`config.mk`:
```
export PLATFORM = sky130hd
export DESIGN_NAME = image_stream_reader_flat
export DESIGN_NICKNAME = d
export VERILOG_FILES = /design/src/rtl/image_stream_reader_if.sv /design/src/rtl/image_stream_reader.sv /design/src/flat_wrapper.sv
export SDC_FILE = /design/constraint.sdc
export NUM_CORES = 1
export LEC_CHECK = 0
export CELL_PAD_IN_SITES_DETAIL_PLACEMENT = 0
export CELL_PAD_IN_SITES_GLOBAL_PLACEMENT = 1
export CORE_ASPECT_RATIO = 0.8
export CORE_UTILIZATION = 50
export DETAILED_ROUTE_END_ITERATION = 6
export DONT_BUFFER_PORTS = 1
export GPL_TIMING_DRIVEN = 0
export PLACE_DENSITY = 0.78
export SYNTH_ARGS = -nofsm -noshare
export SYNTH_HDL_FRONTEND = slang
export SYNTH_SLANG_ARGS = --single-unit
```
`constraint.sdc`:
```
create_clock -name clk -period 4.01 [get_ports clk]
set_input_delay 0.401 -clock clk [delete_from_list [all_inputs] [get_ports clk]]
set_output_delay 0.401 -clock clk [all_outputs]
set_load 0.005 [all_outputs]
```
`src/rtl/image_stream_reader_if.sv`:
```
// Bundle of the reader's control, RAM-port and pixel-stream signals.
// The master modport is the reader; the slave modport is the RAM/consumer side.
interface image_stream_reader_if #(
    parameter int RAM_WIDTH     = 24,
    parameter int RAM_ADDR_BITS = 16
);
    logic                     start;
    logic                     busy;
    logic                     done;
    logic [RAM_ADDR_BITS-1:0] mem_addr;
    logic                     mem_we;
    logic [RAM_WIDTH-1:0]     mem_di;
    logic [RAM_WIDTH-1:0]     mem_do;
    logic [RAM_WIDTH-1:0]     pix_data;
    logic                     pix_valid;
    logic                     pix_ready;
    logic                     pix_sof;
    logic                     pix_eol;
    logic                     pix_eof;

    modport master (
        input  start, mem_do, pix_ready,
        output busy, done, mem_addr, mem_we, mem_di,
               pix_data, pix_valid, pix_sof, pix_eol, pix_eof
    );

    modport slave (
        output start, mem_do, pix_ready,
        input  busy, done, mem_addr, mem_we, mem_di,
               pix_data, pix_valid, pix_sof, pix_eol, pix_eof
    );
endinterface

```
`src/rtl/image_stream_reader.sv`:
```
// Raster-scan reader: walks one IMG_W x IMG_H frame out of a single-port
// RAM with a 1-cycle registered read and streams it on valid/ready with
// sof/eol/eof markers. A 2-entry FIFO absorbs the read latency so that
// backpressure never drops or repeats a pixel.
module image_stream_reader #(
    parameter int RAM_WIDTH     = 24,
    parameter int RAM_ADDR_BITS = 16,
    parameter int IMG_W         = 320,
    parameter int IMG_H         = 240,
    parameter int BASE_ADDR     = 0
) (
    input  logic                  clk,
    input  logic                  rst,
    image_stream_reader_if.master bus
);
    localparam int TOTAL = IMG_W * IMG_H;
    localparam int CNT_W = $clog2(TOTAL + 1);
    localparam int XW    = (IMG_W > 1) ? $clog2(IMG_W) : 1;
    localparam int YW    = (IMG_H > 1) ? $clog2(IMG_H) : 1;

    localparam logic [RAM_ADDR_BITS-1:0] BASE      = RAM_ADDR_BITS'(BASE_ADDR);
    localparam logic [CNT_W-1:0]         LAST_CNT  = CNT_W'(TOTAL - 1);
    localparam logic [XW-1:0]            LAST_X    = XW'(IMG_W - 1);
    localparam logic [YW-1:0]            LAST_Y    = YW'(IMG_H - 1);

    typedef enum logic [1:0] {IDLE, RUN, DRAIN} state_t;

    state_t                   state_reg;
    logic [RAM_ADDR_BITS-1:0] addr_reg;
    logic                     rd_pending_reg;
    logic [CNT_W-1:0]         issue_cnt_reg;
    logic [XW-1:0]            x_out_reg;
    logic [YW-1:0]            y_out_reg;
    logic                     done_reg;

    logic [RAM_WIDTH-1:0]     fifo_mem [0:1];
    logic                     wr_ptr_reg;
    logic                     rd_ptr_reg;
    logic [1:0]               fifo_count_reg;

    logic                     pix_valid;
    logic                     pop;
    logic                     push;
    logic [2:0]               occupancy;
    logic                     issue;
    logic                     last_issue;
    logic                     at_eol;
    logic                     at_eof;

    // Issue decision: keep FIFO entries plus the read in flight at most 2,
    // counting the slot freed by a pop in this same cycle.
    always_comb begin
        pix_valid  = (fifo_count_reg != 2'd0);
        pop        = pix_valid && bus.pix_ready;
        push       = rd_pending_reg;
        occupancy  = {1'b0, fifo_count_reg} + {2'b00, rd_pending_reg} - {2'b00, pop};
        issue      = (state_reg == RUN) && (occupancy < 3'd2);
        last_issue = issue && (issue_cnt_reg == LAST_CNT);
        at_eol     = (x_out_reg == LAST_X);
        at_eof     = at_eol && (y_out_reg == LAST_Y);
    end

    // Control FSM, address generator and output position counters.
    always_ff @(posedge clk or posedge rst) begin
        if (rst) begin
            state_reg      <= IDLE;
            addr_reg       <= BASE;
            rd_pending_reg <= 1'b0;
            issue_cnt_reg  <= '0;
            x_out_reg      <= '0;
            y_out_reg      <= '0;
            done_reg       <= 1'b0;
        end else begin
            done_reg       <= 1'b0;
            rd_pending_reg <= issue;

            if (issue) begin
                issue_cnt_reg <= issue_cnt_reg + CNT_W'(1);
                // The final address is held so no read runs past the frame.
                if (!last_issue)
                    addr_reg <= addr_reg + RAM_ADDR_BITS'(1);
            end

            if (pop) begin
                if (at_eol) begin
                    x_out_reg <= '0;
                    y_out_reg <= at_eof ? '0 : y_out_reg + YW'(1);
                end else begin
                    x_out_reg <= x_out_reg + XW'(1);
                end
            end

            case (state_reg)
                IDLE: begin
                    if (bus.start) begin
                        state_reg     <= RUN;
                        addr_reg      <= BASE;
                        issue_cnt_reg <= '0;
                        x_out_reg     <= '0;
                        y_out_reg     <= '0;
                    end
                end
                RUN: begin
                    if (last_issue)
                        state_reg <= DRAIN;
                end
                DRAIN: begin
                    if (pop && at_eof) begin
                        state_reg <= IDLE;
                        done_reg  <= 1'b1;
                    end
                end
                default: state_reg <= IDLE;
            endcase
        end
    end

    // Two-entry pixel FIFO; push only for reads that were actually issued.
    always_ff @(posedge clk or posedge rst) begin
        if (rst) begin
            for (int i = 0; i < 2; i++)
                fifo_mem[i] <= '0;
            wr_ptr_reg     <= 1'b0;
            rd_ptr_reg     <= 1'b0;
            fifo_count_reg <= 2'd0;
        end else begin
            if (push) begin
                fifo_mem[wr_ptr_reg] <= bus.mem_do;
                wr_ptr_reg           <= ~wr_ptr_reg;
            end
            if (pop)
                rd_ptr_reg <= ~rd_ptr_reg;
            fifo_count_reg <= fifo_count_reg + {1'b0, push} - {1'b0, pop};
        end
    end

    assign bus.busy      = (state_reg != IDLE);
    assign bus.done      = done_reg;
    assign bus.mem_addr  = addr_reg;
    assign bus.mem_we    = 1'b0;
    assign bus.mem_di    = '0;
    assign bus.pix_valid = pix_valid;
    assign bus.pix_data  = fifo_mem[rd_ptr_reg];
    assign bus.pix_sof   = pix_valid && (x_out_reg == '0) && (y_out_reg == '0);
    assign bus.pix_eol   = pix_valid && at_eol;
    assign bus.pix_eof   = pix_valid && at_eof;
endmodule
```
`src/flat_wrapper.sv`:
```
// flat-port wrapper written by rule: the top's interface ports become plain ports
module image_stream_reader_flat 
#(
    parameter int RAM_WIDTH     = 24,
    parameter int RAM_ADDR_BITS = 16,
    parameter int IMG_W         = 320,
    parameter int IMG_H         = 240,
    parameter int BASE_ADDR     = 0
)
  (clk, rst, bus_start, bus_mem_do, bus_pix_ready, bus_busy, bus_done, bus_mem_addr, bus_mem_we, bus_mem_di, bus_pix_data, bus_pix_valid, bus_pix_sof, bus_pix_eol, bus_pix_eof);
  image_stream_reader_if #(.RAM_WIDTH(RAM_WIDTH), .RAM_ADDR_BITS(RAM_ADDR_BITS)) bus_i ();
  input  logic clk;
  input  logic rst;
  input wire logic [$bits(bus_i.start)-1:0] bus_start;
  input wire logic [$bits(bus_i.mem_do)-1:0] bus_mem_do;
  input wire logic [$bits(bus_i.pix_ready)-1:0] bus_pix_ready;
  output wire logic [$bits(bus_i.busy)-1:0] bus_busy;
  output wire logic [$bits(bus_i.done)-1:0] bus_done;
  output wire logic [$bits(bus_i.mem_addr)-1:0] bus_mem_addr;
  output wire logic [$bits(bus_i.mem_we)-1:0] bus_mem_we;
  output wire logic [$bits(bus_i.mem_di)-1:0] bus_mem_di;
  output wire logic [$bits(bus_i.pix_data)-1:0] bus_pix_data;
  output wire logic [$bits(bus_i.pix_valid)-1:0] bus_pix_valid;
  output wire logic [$bits(bus_i.pix_sof)-1:0] bus_pix_sof;
  output wire logic [$bits(bus_i.pix_eol)-1:0] bus_pix_eol;
  output wire logic [$bits(bus_i.pix_eof)-1:0] bus_pix_eof;
  assign bus_i.start = bus_start;
  assign bus_i.mem_do = bus_mem_do;
  assign bus_i.pix_ready = bus_pix_ready;
  assign bus_busy = bus_i.busy;
  assign bus_done = bus_i.done;
  assign bus_mem_addr = bus_i.mem_addr;
  assign bus_mem_we = bus_i.mem_we;
  assign bus_mem_di = bus_i.mem_di;
  assign bus_pix_data = bus_i.pix_data;
  assign bus_pix_valid = bus_i.pix_valid;
  assign bus_pix_sof = bus_i.pix_sof;
  assign bus_pix_eol = bus_i.pix_eol;
  assign bus_pix_eof = bus_i.pix_eof;
  image_stream_reader #(.RAM_WIDTH(RAM_WIDTH), .RAM_ADDR_BITS(RAM_ADDR_BITS), .IMG_W(IMG_W), .IMG_H(IMG_H), .BASE_ADDR(BASE_ADDR)) u_core (.clk(clk), .rst(rst), .bus(bus_i));
endmodule
```
==> flow_metrics.py <==
metrics = {
    "global_routing": {
        "grt_start_max_net_pins": 60,
        "grt_pass1_wl_um": 16700,
        "globalRouteTotalUtil_pct": 19.9,
        "antenna_found_initial": 0,
        "grt_pass1_vias": 3373,
        "grt_overflow": 0,
    },
    "route": {
        "dr.first_iter.drc_count": 170,
        "wirelength_met1_um": 4710,
        "avg_vias_per_cell": 5.25,
        "met2_routed_wirelength_um": 4700,
        "routed_wl_per_cell_um": 15.1,
        "route.final.wire_length_um": 10000,
        "remaining_drc_errors": 0,
        "vias": 3474,
        "met3_length_um": 463,
        "detailedRoute.firstPassIterationCount": 4,
        "topRoutingLayerUsed": "met4",
        "post_route_ant_nets": 0,
    },
    "power_and_ir_drop": {
        "share_of_power_burned_in_the_clock_network_pct": 21.9,
        "max-vdd-ir-drop_mv": 0.296,
        "swShare_pct": 32.9,
        "p_comb_share_pct": 33.4,
        "power_density_relative_to_cell_area_nw_per_um2": 641,
        "power_frac_seq_pct": 44.7,
        "leakagePower_nw": 2.55,
        "total_switching_power_mw": 1.22,
        "cell_internal_pwr_mw": 2.49,
    },
    "sta": {
        "timing.final.crit_share_pct": 82.1,
        "worst_pin_slew_ps": 780,
        "fin_skew_ps": 6.64,
        "period_minus_slack_ps": 3290,
        "setup_viol": 0,
        "clock.fmax_ghz": 0.304,
        "layout_setup_ws_ps": 717,
        "hold_viol": 0,
        "rsz_0062_raised_after_global_routing": "no",
        "timing.max_slew.rel_slack_pct": 47.5,
        "whs_ps": 7.05,
        "setup_tns_ps": 0,
        "report.final.slew_viol_count": 0,
    },
    "clock_network": {
        "cts-resized-gates": 0,
        "clkLatencyLatePin_ps": 340,
        "ctsLongestPathBuffers": 2,
        "cts-buffers-inserted": 9,
        "tritoncts_num_sinks": 106,
        "clkTransAtPathRegs_ps": 70,
        "post_cts.repair.setup_buffers": 0,
        "cts_hold_buf": 0,
        "root_buffer": "sky130_fd_sc_hd__clkbuf_16",
        "clock_tree.htree_level_count": 3,
        "cts_tree": "built",
    },
    "final_layout": {
        "multi_input_area_sq_um": 2360,
        "num-fill-cells": 918,
        "antenna_diode_count": 0,
        "nets": 553,
        "ff_latch_area_sq_um": 2650,
        "drive_above_1_share_pct": 22.8,
        "largest_register_ffs": 48,
        "syn2layout_area_growth_pct": 10.8,
    },
    "synthesis": {
        "yosys_warnings": 0,
        "share_of_flip_flops_with_an_asynchronous_set_or_reset_pct": 100,
        "syn_area_sq_um": 5230,
        "synth_cell_type_count": 39,
        "ys_top_cells_by_area": "sky130_fd_sc_hd__dfrtp_1, sky130_fd_sc_hd__mux2_2, sky130_fd_sc_hd__buf_4",
        "synth.yosys.seq_area_share_pct": 50.7,
        "post_synthesis_cells": 481,
        "ranking_of_synthesized_cells_by_instance_count": "sky130_fd_sc_hd__dfrtp_1, sky130_fd_sc_hd__mux2_2, sky130_fd_sc_hd__nor2_1",
        "synthDominantCellAreaShare_pct": 50.7,
        "synth_area_per_cell_sq_um": 10.9,
        "synth_area_leader_cell": "sky130_fd_sc_hd__dfrtp_1",
        "ys_seq_elements": 106,
        "synth-main-ff-cell": "sky130_fd_sc_hd__dfrtp_1",
        "yosys.cell_count.top_type": "sky130_fd_sc_hd__dfrtp_1",
        "number_of_flops_mapped_to_enable_cells_by_yosys": 0,
    },
    "die": {
        "core_area_sq_um": 10200,
        "initial_utilization_pct": 51.3,
        "io-pin-count": 99,
        "die_width_um": 116,
        "fp.dieArea_sq_um": 10900,
        "core.rowCount": 33,
        "dieHeight_um": 93.5,
    },
    "setup_path": {
        "crit_type": "flip-flop to flip-flop",
        "required_ps": 4230,
        "crit_arrival_ps": 3510,
        "critical_path.endpoint_type": "flip-flop",
        "startpoint_types": "flip-flop",
        "path_max_fanout": 10,
    },
    "worst_hold_path": {
        "hp-class": "primary input to asynchronous set/reset pin",
    },
    "placed_design": {
        "dp_worst_setup_slack_ps": 748,
        "port_buffers": 0,
        "place.detailed.hpwl_um": 7170,
        "place.gp.congestion": 0.795,
    },
    "run": {
        "maxCapViolCount": 0,
    },
    "status": {
        "outcome": "completed",
    },
}
==> power groups by stage <==
stage / clock network (mW) / logic, mW / registers, mW
2_1_floorplan: 0 / 1.03 / 1.61
3_3_place_gp: 0 / 1.22 / 1.65
3_5_place_dp: 0 / 1.25 / 1.68
4_1_cts: 0.843 / 1.26 / 1.66
5_1_grt: 0.885 / 1.39 / 1.72
6_report: 0.814 / 1.24 / 1.66
==> layer usage <==
layer	track usage [%]	vias to the layer above
met4	6.20	0
met2	30.3	70
met5	0	-
li1	-	1680
met1	27.8	1712
met3	4.93	12
==> path summary, 6_finish.rpt <==
| path | cells after the start | endpoint | slack (ps) | startpoint |
|---|---|---|---|---|
| min in group clk | 1 | u_core.fifo_mem[14]$_DFFE_PP0P_ | 210 | bus_mem_do[14] |
| hold reg to reg | 1 | u_core.issue_cnt_reg[16]$_DFF_PP0_ | 480 | u_core.issue_cnt_reg[16]$_DFF_PP0_ |
| setup / recovery | 11 | u_core.bus.mem_addr[12]$_DFF_PP0_ | 720 | u_core.fifo_count_reg[1]$_DFF_PP0_ |
| max in group asynchronous | 2 | u_core.fifo_mem[13]$_DFFE_PP0P_ | 3300 | rst |
| hold / removal | 1 | u_core.x_out_reg[7]$_DFF_PP0_ | 7 | rst |
| setup reg to reg | 11 | u_core.bus.mem_addr[12]$_DFF_PP0_ | 720 | u_core.fifo_count_reg[1]$_DFF_PP0_ |
==> per-stage QoR <==
step / cell area, sq um / power (mW) / cells / utilization, %
floorplan: 5320 / 2.64 / 505 / -
global placement: 5500 / 2.87 / 645 / 53.9
detailed placement: 5530 / 2.93 / 646 / 54.2
CTS: 5800 / 3.76 / 662 / 56.9
global route: 5800 / 3.99 / 662 / 56.9
finish: 5800 / 3.72 / 662 / 56.9
==> critical path, cell delays in order (launching register included) <==
cell                       delay, ps
sky130_fd_sc_hd__dfrtp_1         430
sky130_fd_sc_hd__o21a_1          260
sky130_fd_sc_hd__nand2_1         130
sky130_fd_sc_hd__o21ai_0         100
sky130_fd_sc_hd__ha_1            200
sky130_fd_sc_hd__fa_1            460
sky130_fd_sc_hd__nor3b_1         380
sky130_fd_sc_hd__nand2_1         220
sky130_fd_sc_hd__clkbuf_1        290
sky130_fd_sc_hd__nor4_1          460
sky130_fd_sc_hd__xnor2_1         170
sky130_fd_sc_hd__nor2_1           60
==> logic make-up (layout without fill, tap and decap cells) <==
logic type	count (synthesis)	after routing	synth area share [%]
adder cells (fa/ha/maj)	8	8	2.06
buffers and inverters	56	73	5.84
multiplexers	78	78	16.6
AND/OR/NAND/NOR	165	165	15.7
flip-flops	106	106	50.7
other	1	25	0.0717
AO/OA/AOI/OAI	35	35	3.66
XOR/XNOR	32	32	5.36
==> layout by cell type, fill, tap and decap left out, types with 2 or more instances in the layout <==
cell type                   count
sky130_fd_sc_hd__inv_1         13
sky130_fd_sc_hd__or4_1          5
sky130_fd_sc_hd__nor2_1        46
sky130_fd_sc_hd__or3_1          5
sky130_fd_sc_hd__and3_1         5
sky130_fd_sc_hd__clkbuf_1      14
sky130_fd_sc_hd__or2_2          2
sky130_fd_sc_hd__conb_1        25
sky130_fd_sc_hd__nand3_1       16
sky130_fd_sc_hd__nand4_1        7
sky130_fd_sc_hd__buf_1          3
sky130_fd_sc_hd__and2_1         2
sky130_fd_sc_hd__nor3_1        13
sky130_fd_sc_hd__dfrtp_1      106
sky130_fd_sc_hd__nand2_1       38
sky130_fd_sc_hd__a31o_2         2
sky130_fd_sc_hd__and4_1         6
sky130_fd_sc_hd__nor4_1        10
sky130_fd_sc_hd__xnor2_1       20
sky130_fd_sc_hd__buf_4         25
sky130_fd_sc_hd__clkbuf_16      9
sky130_fd_sc_hd__mux2_2        72
sky130_fd_sc_hd__nor4b_1        2
sky130_fd_sc_hd__nor2b_1        3
sky130_fd_sc_hd__a21oi_1       16
sky130_fd_sc_hd__xor2_1        12
sky130_fd_sc_hd__mux2i_1        6
sky130_fd_sc_hd__ha_1           7
sky130_fd_sc_hd__clkinv_2       4
sky130_fd_sc_hd__o21ai_0       13
==> area by class of cell <==
cell class,count,share of cell area (%)
Clock inverter,5,0.496
Clock buffer,11,4.19
Buffer,42,4.36
Tap cell,140,3.02
Sequential cell,106,45.7
Inverter,14,0.950
Timing Repair Buffer,1,0.475
Multi-Input combinational cell,343,40.8
No activity file was read; power rests on OpenSTA's default activity.
